File: config.mk
export PLATFORM = sky130hd
export DESIGN_NAME = dram_access_ctrl
export DESIGN_NICKNAME = d
export VERILOG_FILES = /design/src/rtl/dram_access_ctrl.sv
export SDC_FILE = /design/constraint.sdc
export NUM_CORES = 1
export LEC_CHECK = 0
export ABC_CLOCK_PERIOD_IN_PS = 1650
export CAP_MARGIN = 30
export CORE_ASPECT_RATIO = 0.8
export CORE_MARGIN = 3
export CORE_UTILIZATION = 40
export CTS_CLUSTER_SIZE = 10
export DETAILED_ROUTE_END_ITERATION = 12
export HOLD_SLACK_MARGIN = 0.1
export PLACE_DENSITY = 0.77
export SKIP_CTS_REPAIR_TIMING = 1
export SLEW_MARGIN = 15
export SYNTH_ARGS = -nofsm -noshare
export SYNTH_HDL_FRONTEND = slang
export SYNTH_SLANG_ARGS = --single-unit
File: constraint.sdc
create_clock -name clk -period 1.65 [get_ports clk]
set_input_delay 0.2475 -clock clk [delete_from_list [all_inputs] [get_ports clk]]
set_output_delay 0.2475 -clock clk [all_outputs]
set_load 0.01 [all_outputs]
File: src/rtl/dram_access_ctrl.sv
// dram_access_ctrl: sequences CPU byte/bit requests into single-cycle RAM
// accesses, including read-modify-write for bit set/clear/complement.
// All RAM-side outputs are registered so the RAM sees clean strobes.
// Build option: define DRAM_SFR_BIT_EN to allow bit addresses 0x80-0xFF;
// without it those bit addresses are rejected with err.
module dram_access_ctrl (
   input  logic       clk,
   input  logic       rst_n,
   input  logic       req,
   input  logic [2:0] op,
   input  logic [7:0] addr,
   input  logic [7:0] wdata,
   input  logic       wbit,
   output logic       ack,
   output logic       err,
   output logic       busy,
   output logic [7:0] rdata,
   output logic       rbit,
   output logic       CS,
   output logic       RW,
   output logic       Bb,
   output logic [7:0] ram_addr,
   output logic [7:0] position,
   output logic [7:0] din,
   output logic       bin,
   input  logic [7:0] dout,
   input  logic       bout
);

   localparam logic [2:0] OP_BYTE_RD = 3'b000;
   localparam logic [2:0] OP_BYTE_WR = 3'b001;
   localparam logic [2:0] OP_BIT_RD  = 3'b010;
   localparam logic [2:0] OP_BIT_WR  = 3'b011;
   localparam logic [2:0] OP_BIT_SET = 3'b100;
   localparam logic [2:0] OP_BIT_CLR = 3'b101;
   localparam logic [2:0] OP_ILLEGAL = 3'b111;

   typedef enum logic [2:0] {IDLE, ACC, CAPT, WR, DONE} state_t;

   state_t     state;
   state_t     next_state;
   logic [2:0] op_q;
   logic       ill_q;

   logic       in_bit_op;
   logic       in_write;
   logic       sfr_blocked;
   logic       in_illegal;
   logic [7:0] map_addr;
   logic [7:0] map_pos;

   // Decode the incoming request: operation class, legality and RAM address mapping.
   always_comb begin
      in_bit_op = (op != OP_BYTE_RD) && (op != OP_BYTE_WR) && (op != OP_ILLEGAL);
      in_write  = (op == OP_BYTE_WR) || (op == OP_BIT_WR);
`ifdef DRAM_SFR_BIT_EN
      sfr_blocked = 1'b0;
`else
      sfr_blocked = in_bit_op && addr[7];
`endif
      in_illegal = (op == OP_ILLEGAL) || sfr_blocked;
      map_addr   = addr;
      map_pos    = 8'h00;
      if (in_bit_op) begin
         if (addr[7]) begin
            map_addr = {addr[7:3], 3'b000};
         end else begin
            map_addr = 8'h20 + {4'h0, addr[6:3]};
         end
         map_pos = 8'h01 << addr[2:0];
      end
   end

   // Next-state logic: writes finish after the access, reads capture, RMW adds a write-back.
   always_comb begin
      next_state = state;
      case (state)
         IDLE: begin
            if (req) begin
               next_state = in_illegal ? DONE : ACC;
            end
         end
         ACC: begin
            if ((op_q == OP_BYTE_WR) || (op_q == OP_BIT_WR)) begin
               next_state = DONE;
            end else begin
               next_state = CAPT;
            end
         end
         CAPT: begin
            if ((op_q == OP_BYTE_RD) || (op_q == OP_BIT_RD)) begin
               next_state = DONE;
            end else begin
               next_state = WR;
            end
         end
         WR:      next_state = DONE;
         DONE:    next_state = IDLE;
         default: next_state = IDLE;
      endcase
   end

   // State register; reset abandons any access in flight.
   always_ff @(posedge clk or negedge rst_n) begin
      if (!rst_n) begin
         state <= IDLE;
      end else begin
         state <= next_state;
      end
   end

   // Registered RAM strobes, latched request and captured read data.
   always_ff @(posedge clk or negedge rst_n) begin
      if (!rst_n) begin
         CS       <= 1'b1;
         RW       <= 1'b1;
         Bb       <= 1'b1;
         ram_addr <= 8'h00;
         position <= 8'h00;
         din      <= 8'h00;
         bin      <= 1'b0;
         rdata    <= 8'h00;
         rbit     <= 1'b0;
         op_q     <= OP_BYTE_RD;
         ill_q    <= 1'b0;
      end else begin
         case (state)
            IDLE: begin
               if (req) begin
                  op_q  <= op;
                  ill_q <= in_illegal;
                  if (!in_illegal) begin
                     CS       <= 1'b0;
                     RW       <= !in_write;
                     Bb       <= !in_bit_op;
                     ram_addr <= map_addr;
                     position <= map_pos;
                     if (op == OP_BYTE_WR) begin
                        din <= wdata;
                     end
                     if (op == OP_BIT_WR) begin
                        bin <= wbit;
                     end
                  end
               end
            end
            ACC: begin
               CS <= 1'b1;
               RW <= 1'b1;
            end
            CAPT: begin
               rdata <= dout;
               rbit  <= bout;
               if (next_state == WR) begin
                  CS <= 1'b0;
                  RW <= 1'b0;
                  if (op_q == OP_BIT_SET) begin
                     bin <= 1'b1;
                  end else if (op_q == OP_BIT_CLR) begin
                     bin <= 1'b0;
                  end else begin
                     bin <= ~bout;
                  end
               end
            end
            WR: begin
               CS <= 1'b1;
               RW <= 1'b1;
            end
            default: begin
            end
         endcase
      end
   end

   assign busy = (state != IDLE);
   assign ack  = (state == DONE);
   assign err  = (state == DONE) && ill_q;

endmodule

# Yosys cells after proc, flatten, opt, wreduce, memory -nomap -nowiden
# Cells that the tools add are included.
# Widths: inputs -> output; s select.
[op_classes]
shifts = 1
reduce_logical = 22
n_eq_ne = 19
add_sub_neg = 1
bitwise_logic = 2
n_mux = 22
[ops]
columns = ["operator", "n"]
rows = [
  ["$mux 8", 3],
  ["$eq 3x2->1 const B", 6],
  ["$eq 3x3->1 const B", 4],
  ["$mux 3", 4],
  ["$pmux 3 s4", 1],
  ["$mux 1", 11],
  ["$eq 3x1->1 const B", 3],
  ["$reduce_bool 3->1", 3],
  ["$ne 2x2->1 const B", 4],
  ["$reduce_and 4->1", 2],
  ["$shl 1x3->8 const A", 1],
  ["$add 6x4->7 const A", 1],
  ["$logic_not 3->1", 2],
  ["$pmux 1 s3", 2],
  ["$reduce_and 5->1", 1],
  ["$logic_and 1x1->1", 4],
  ["$logic_or 1x1->1", 4],
  ["$ne 3x1->1 const B", 1],
  ["$ne 3x3->1 const B", 1],
  ["$reduce_and 3->1", 1],
  ["$logic_not 1->1", 2],
  ["$not 1->1", 2],
  ["$pmux 1 s2", 1],
  ["$reduce_and 2->1", 1],
  ["2 further kinds", 2],
]
[totals]
out_inout_bits = 40
register_bits = 44
inputBits = 32
wordCells = 79

# Depth between registers and ports, before layout
# Gate-level depths: netlist (run 1).
[depth]
ltp_word = 11
ltp_mapped = 6
mapped_depth_nobuf = 4

# Worst setup path after synthesis (run 1)
# OpenSTA, ideal clock, no wires.
[synth_timing]
kind = "register to register"
start = "register state[1]"
end = "register din[0]"
setup_slack_ns = -0.043
n_path_buf = 1
stages_incl_launch_ff = 5
t_required_ns = 1.525
synth_period_minus_slack_ns = 1.693
setup_ns = 0.125
arrival_time_ns = 1.568
path_cell_list = "dfrtp_1 > buf_4 > nor4b_4 > nand4b_2 > mux2_2"
[synth_between]
elab_chain_len = 2
[synth_rtl]
columns = ["element", "line_no", "rtl"]
rows = [
  ["start, declared", "40", "state_t state;"],
  ["start signal, assigned", "108", "state <= next_state;"],
  ["$logic_not 3->1", "127", "case (state)"],
  ["$reduce_and 4->1 (no line)", "--", ""],
  ["end signal, assigned", "139", "din <= wdata;"],
  ["end, declared", "24", "output logic [7:0] din,"],
]
# Every way passes these cells.
# A chain may end at the register's enable or synchronous reset.

# Worst setup path after layout (run 1)
[layout_timing]
start = "register state[2]"
end = "register position[0]"
[layout_between]
elab_chain_len = 2
[layout_rtl]
columns = ["element", "line_no", "rtl"]
rows = [
  ["$logic_not 3->1", "127", ""],
  ["$reduce_and 3->1 (no line)", "--", ""],
  ["end signal, assigned", "137", "position <= map_pos;"],
  ["end, declared", "23", "output logic [7:0] position,"],
]
# Every way passes these cells.

==> metrics.txt, run 1 <==
final RePlAce weighted congestion 0.8583; syn avg cell area between 10 and 15 sq um; setup TNS -1663 ps; syn_nets roughly 200; GR Util All Layers 17.03%; initial antenna violation count 0; Yosys cell types 32; worst hold slack about 430 ps; total of warnings raised by yosys 0; Initial Util a little over two fifths; sequential fraction of the synthesis area 57.08%; post-synthesis cell area just under 0.002 sq mm; global route overflow 0; Die Ht 68.22 um; synthesized instance count ~170; largest area contributor in the netlist dfrtp_1; Setup WS pre-CTS -275.2 ps; Worst setup EP type flip-flop; DR iter-0 viols approximately 120; min Tclk post-route approximately 1800 ps; Slew Limit Fails 0; CTS tree yes; Vias per Instance around 5.2; final setup fails 24; Placed Instances approximately 320; root buffer cell clkbuf_8; dpl cell area 0.002865 sq mm; commonest non-fill, non-tap cell in the layout clkdlybuf4s50_1; clk_lat worst skew slightly below 300 ps; Detailed Place HPWL around 3600 um; Worst Max-Slew Pin Slew between 400 and 500 ps; synth top area cells dfrtp_1 (53%), mux2_2 (12%), nand2_1 (7.0%), dfstp_2 (4.1%), o21ai_0 (3.4%); Routed Antenna Nets 0; CP Launch Type flip-flop; status finished, violations left; share of cells above drive strength 1 38.46%; post-synth top area share a little over half; DRT Pass-1 Iters 4; critical path arrival 1960 ps; Design Area, Final approximately 0.0034 sq mm; filler cell count approximately 310; Post-Route WL 5719 um; commonest cells after routing, fill and taps aside clkdlybuf4s50_1 (65), dfrtp_1 (38), buf_4 (28), nand2_1 (27), mux2_2 (20); max-cap viol count 0; Max FO, Critical Path 5; Port Buffers between 70 and 80; RSZ-0062 raised after global routing yes; htree depth 2; clock-pin slew on the worst setup and hold paths approximately 90 ps; CTS Buf Count 5; Longest Clk Path Bufs 2; # diodes 0; Clock Skews around 4.4 ps; first-pass GRT wire length between 7000 and 8000 um; worst hold path type in2async; vias in the first global route between 1500 and 2000; die footprint approximately 0.0057 sq mm; endpoints failing hold 0; power per cell area roughly 1700 mW/mm^2; final net count around 320; CORE AREA between 0.004 and 0.005 sq mm; crit path kind reg2reg; flops & latches, synth 44; final worst path period share 107.6%; Max-slew headroom between 60% and 70%; Ports about 70; Layout Cells excl Fill roughly 340; FMAX about 560 MHz; Static Leak ~1.5 nW; Die Width 83.78 um; failing checks setup timing; multi-input logic area around 960 sq um; final worst slack -126.1 ps; Wirelength per Cell roughly 17 um; row count 21; DRC 0; CP required 1840 ps; CTS Sinks 44; Worst VDD drop ~0.0010 V; area grow syn2layout 73.17%; largest net degree at the start of global routing 21; Register Area 0.001109 sq mm; DR vias roughly 1800
==> metal layers <==
layer	GRT usage, %	wire [um]	up-vias
met4	4.819	93	0
met3	6.739	492	10
met1	21.49	2259	865
li1	-	-	841
met2	27.58	2874	73
met5	0	0	-
==> worst max-delay path, stage by stage (launching register included) <==
cell     delay, ps
dfrtp_2        440
buf_4          160
nor4b_4        340
buf_4          210
nand3_4        140
buf_4          170
o41ai_2        220
==> path summary, 6_finish.rpt <==
path                                          from                 endpoint  slack (ps)  cells after the start
worst min register to register      Bb$_DFFE_PN1P_           Bb$_DFFE_PN1P_         480                      2
worst max register to register  state[2]$_DFF_PN0_  position[0]$_DFFE_PN0P_        -130                      6
min in group clk                    Bb$_DFFE_PN1P_           Bb$_DFFE_PN1P_         480                      2
worst min-delay path                         rst_n  position[7]$_DFFE_PN0P_         430                      2
max in group asynchronous                    rst_n       state[1]$_DFF_PN0_         650                      3
worst max-delay path            state[2]$_DFF_PN0_  position[0]$_DFFE_PN0P_        -130                      6
==> area by class of cell <==
cell class | instances | share of cell area (%)
sequential | 44 | 33.07
timing repair buffer | 113 | 32.62
multi-input combinational | 116 | 28.74
clock buffer | 6 | 2.464
tap | 57 | 2.128
inverter | 5 | 0.5599
clock inverter | 2 | 0.4106
==> cells in the mapped netlist <==
library cell / instances
nand2_1: 36
or2_2: 1
mux2i_1: 2
nand4b_2: 1
nand3_1: 2
o21ai_0: 13
nor2_1: 3
a31oi_1: 2
inv_1: 5
mux2_2: 20
a41oi_1: 1
nand2b_1: 3
nor3_1: 3
o21a_1: 3
and2_1: 1
buf_2: 5
o21ba_2: 1
o41ai_1: 3
nor2b_1: 1
nor4b_4: 1
nand3_4: 1
o22ai_1: 1
clkbuf_1: 3
o31ai_1: 6
a32oi_1: 3
dfrtp_1: 41
a21oi_1: 3
dfstp_2: 3
o21ai_1: 1
buf_4: 1
nand3b_1: 1
nor3b_1: 1
==> sequential cells by signal, summed over array words and instances, names as in the netlist <==
| signal | count |
|---|---|
| op_q | 3 |
| position | 8 |
| CS | 1 |
| Bb | 1 |
| bin | 1 |
| rbit | 1 |
| rdata | 8 |
| ill_q | 1 |
| din | 8 |
| RW | 1 |
| state | 3 |
| ram_addr | 8 |
==> power breakdown <==
part	switching (mW)	leakage (nW)	internal [mW]
combinational	1.23	0.924	1.74
sequential	0.325	0.541	1.60
clock	0.378	0.0516	0.343
==> cell families after synthesis <==
group | share of synthesized area (%)
AO/OA/AOI/OAI | 12.54
flip-flops | 57.08
multiplexers | 12.67
AND/OR/NAND/NOR | 14.48
buffers and inverters | 3.232
==> through the flow <==
stage / power (mW) / utilization [%]
6_report: 5.614 / 75.94
5_1_grt: 5.964 / 75.94
3_3_place_gp: 4.269 / 64.91
2_1_floorplan: 2.972 / -
3_5_place_dp: 4.332 / 64.91
4_1_cts: 5.053 / 67.09
No activity file was read; power rests on OpenSTA's default activity.
==> run 2, diff against run 1 <==
Settings changed: SKIP_CTS_REPAIR_TIMING 1 to not set.
==> run 2 against run 1 <==
  * The flow still finishes with violations (setup timing)
  * Sequential share of layout area rose by 1.5 points
  * Cell count fell by 1.2%
  * Utilization fell by 3.3 points
  * Die area did not move
  * Register-to-register slack improved by 100 ps
  * Non-clock buffer count fell by 4
  * First-iteration DRC count fell by 45%
  * Critical path depth fell by 1
  * Power fell by 3.4%
  * Count of clock-buffer cells in the layout did not move
==> metrics.txt, run 2 (synthesis gave the netlist of run 1 again) <==
share of cells above drive strength 1 34.40% (-4.1 points); Routed Antenna Nets 0 (unchanged); DRT Pass-1 Iters 4 (unchanged); DRC 0 (unchanged); crit path kind reg2reg; final worst path period share 101.4% (-6.3 points); worst hold path type in2async; Ports 72 (unchanged); GR Util All Layers 18.25% (+1.2 points); Max-slew headroom 69.98% (+0.30 points); initial antenna violation count 0 (unchanged); CP max stage cell dfrtp_2; worst hold slack 438.6 ps (+8.991 ps); Die Width 83.78 um (unchanged); CORE AREA 0.004414 sq mm (unchanged); final worst slack -22.69 ps (+103.4 ps); Clock Power Share 13.2% (+0.4 points); CTS Buf Count 5 (unchanged); Slew Limit Fails 0 (unchanged); min Tclk post-route 1673 ps (-103.4 ps); htree depth 2 (unchanged); vias in the first global route 1699 (+5.3%); Vias per Instance 5.065 (-2.9%); largest net degree at the start of global routing 21 (unchanged); FMAX 597.8 MHz (+6.2%); final setup fails 4 (-83%); first-pass GRT wire length 8086 um (+7.1%); Port Buffers 71 (unchanged); Worst setup EP type flip-flop; Wirelength per Cell 15.17 um (-9.0%); Post-Route Utilization 72.62% (-3.3 points); clock-pin slew on the worst setup and hold paths 80 ps (about the same); Worst Max-Slew Pin Slew 450.3 ps (-4.467 ps); Switching Fraction 33.59% (-0.80 points); Post-Route WL 5144 um (-10%); Longest Clk Path Bufs 2 (unchanged); CTS tree yes; Static Leak 1.433 nW (-5.5%); failing checks setup timing; worst-path cell chain buf_6 -> nor4b_4 -> buf_4 -> nand4b_4 -> mux2_4; RSZ-0062 raised after global routing yes; Max FO, Critical Path 8 (+3); DR vias 1717 (-4.0%); critical path arrival 1860 ps (-100 ps); row count 21 (unchanged); Internal 3.600 mW (-2.3%); register share of total power 35.0% (+0.7 points); Combinational Power Share 51.8% (-1.1 points); global route overflow 0 (unchanged); Die Ht 68.22 um (unchanged); Clock Skews 4.869 ps (+0.4585 ps); final net count 313 (-1.3%); Psw 1.821 mW (-5.7%); commonest non-fill, non-tap cell in the layout clkdlybuf4s50_1; slowest stage delay, CP 410 ps (-30 ps); max-cap viol count 0 (unchanged); die footprint 0.005715 sq mm (unchanged); root buffer cell clkbuf_8; final RePlAce weighted congestion 0.8583 (unchanged); power per cell area 1691 mW/mm^2 (+0.97%); area grow syn2layout 65.61%; Initial Util 43.85% (unchanged); Detailed Place HPWL 3615 um (unchanged); clk_lat worst skew 290 ps (about the same); CTS Sinks 44 (unchanged); endpoints failing hold 0 (unchanged); # diodes 0 (unchanged); DR iter-0 viols 66 (-45%); status finished, violations left; CP required 1830 ps (about the same); Worst VDD drop 0.001043 V (+2.4%); CP Launch Type flip-flop; reg-to-reg slack, setup -20 ps (+100 ps); commonest cells after routing, fill and taps aside clkdlybuf4s50_1 (65), dfrtp_1 (38), nand2_1 (31), buf_4 (31), mux2_2 (19)
-- run 2: final timing paths --
path                            cells past startpoint                     from                 endpoint
worst min register to register                      2  position[3]$_DFFE_PN0P_  position[3]$_DFFE_PN0P_
worst min-delay path                                2                    rst_n  ram_addr[6]$_DFFE_PN0P_
max in group asynchronous                           3                    rst_n       state[1]$_DFF_PN0_
worst max-delay path                                5       state[2]$_DFF_PN0_       din[3]$_DFFE_PN0P_
min in group clk                                    2  position[3]$_DFFE_PN0P_  position[3]$_DFFE_PN0P_
worst max register to register                      5       state[2]$_DFF_PN0_       din[3]$_DFFE_PN0P_
-- run 2: power groups by stage --
stage,sequential (mW),clock [mW],combinational [mW]
6_report,1.89,0.718,2.81
5_1_grt,1.96,0.785,3.04
4_1_cts,1.89,0.728,2.66
3_5_place_dp,1.93,0,2.40
3_3_place_gp,1.92,0,2.35
2_1_floorplan,2.04,0,0.928
-- run 2: critical path, delay by kind of cell, from the launching register on --
kind	cells	cell delay, ps
AND/OR/NAND/NOR	2	500
buffers and inverters	2	310
multiplexers	1	340
flip-flops	1	410
-- run 2: layout make-up --
type | instances | area [sq um]
fillers | 333 | 1209
flip-flops and latches | 44 | 1109
multi-input cells | 116 | 893.4
inverters | 5 | 18.77
repair buffers | 109 | 1017
clock buffers | 6 | 82.58
clock inverters | 2 | 13.76
well taps | 57 | 71.32
-- run 2: metal layers --
metal	wire (um)	vias to the layer above	GRT usage (%)
met4	42	0	4.819
met2	2389	63	29.66
met3	451	6	6.619
li1	-	830	-
met5	0	-	0
met1	2261	818	23.48
-- run 2: what timing repair did --
item	in CTS	in global routing
endpoints found under the hold margin	15	0
buffers inserted	10	1
resized for setup	19	30
setup endpoints to repair	18	31
cloned	1	2
pin swaps	2	3
hold buffers	1	0
-- run 2: per-stage QoR --
stage / setup TNS (ps) / std cells / instance area (sq um) / power, mW / worst slack [ps]
6_report: -27.72 / 339 / 3206 / 5.421 / -22.69
5_1_grt: -1234 / 339 / 3206 / 5.789 / -95.77
4_1_cts: -33.02 / 336 / 3105 / 5.282 / -18.35
3_5_place_dp: -5531 / 316 / 2865 / 4.332 / -275.2
3_3_place_gp: -5528 / 316 / 2865 / 4.269 / -266.9
2_1_floorplan: -384.5 / 172 / 1947 / 2.972 / -40.38
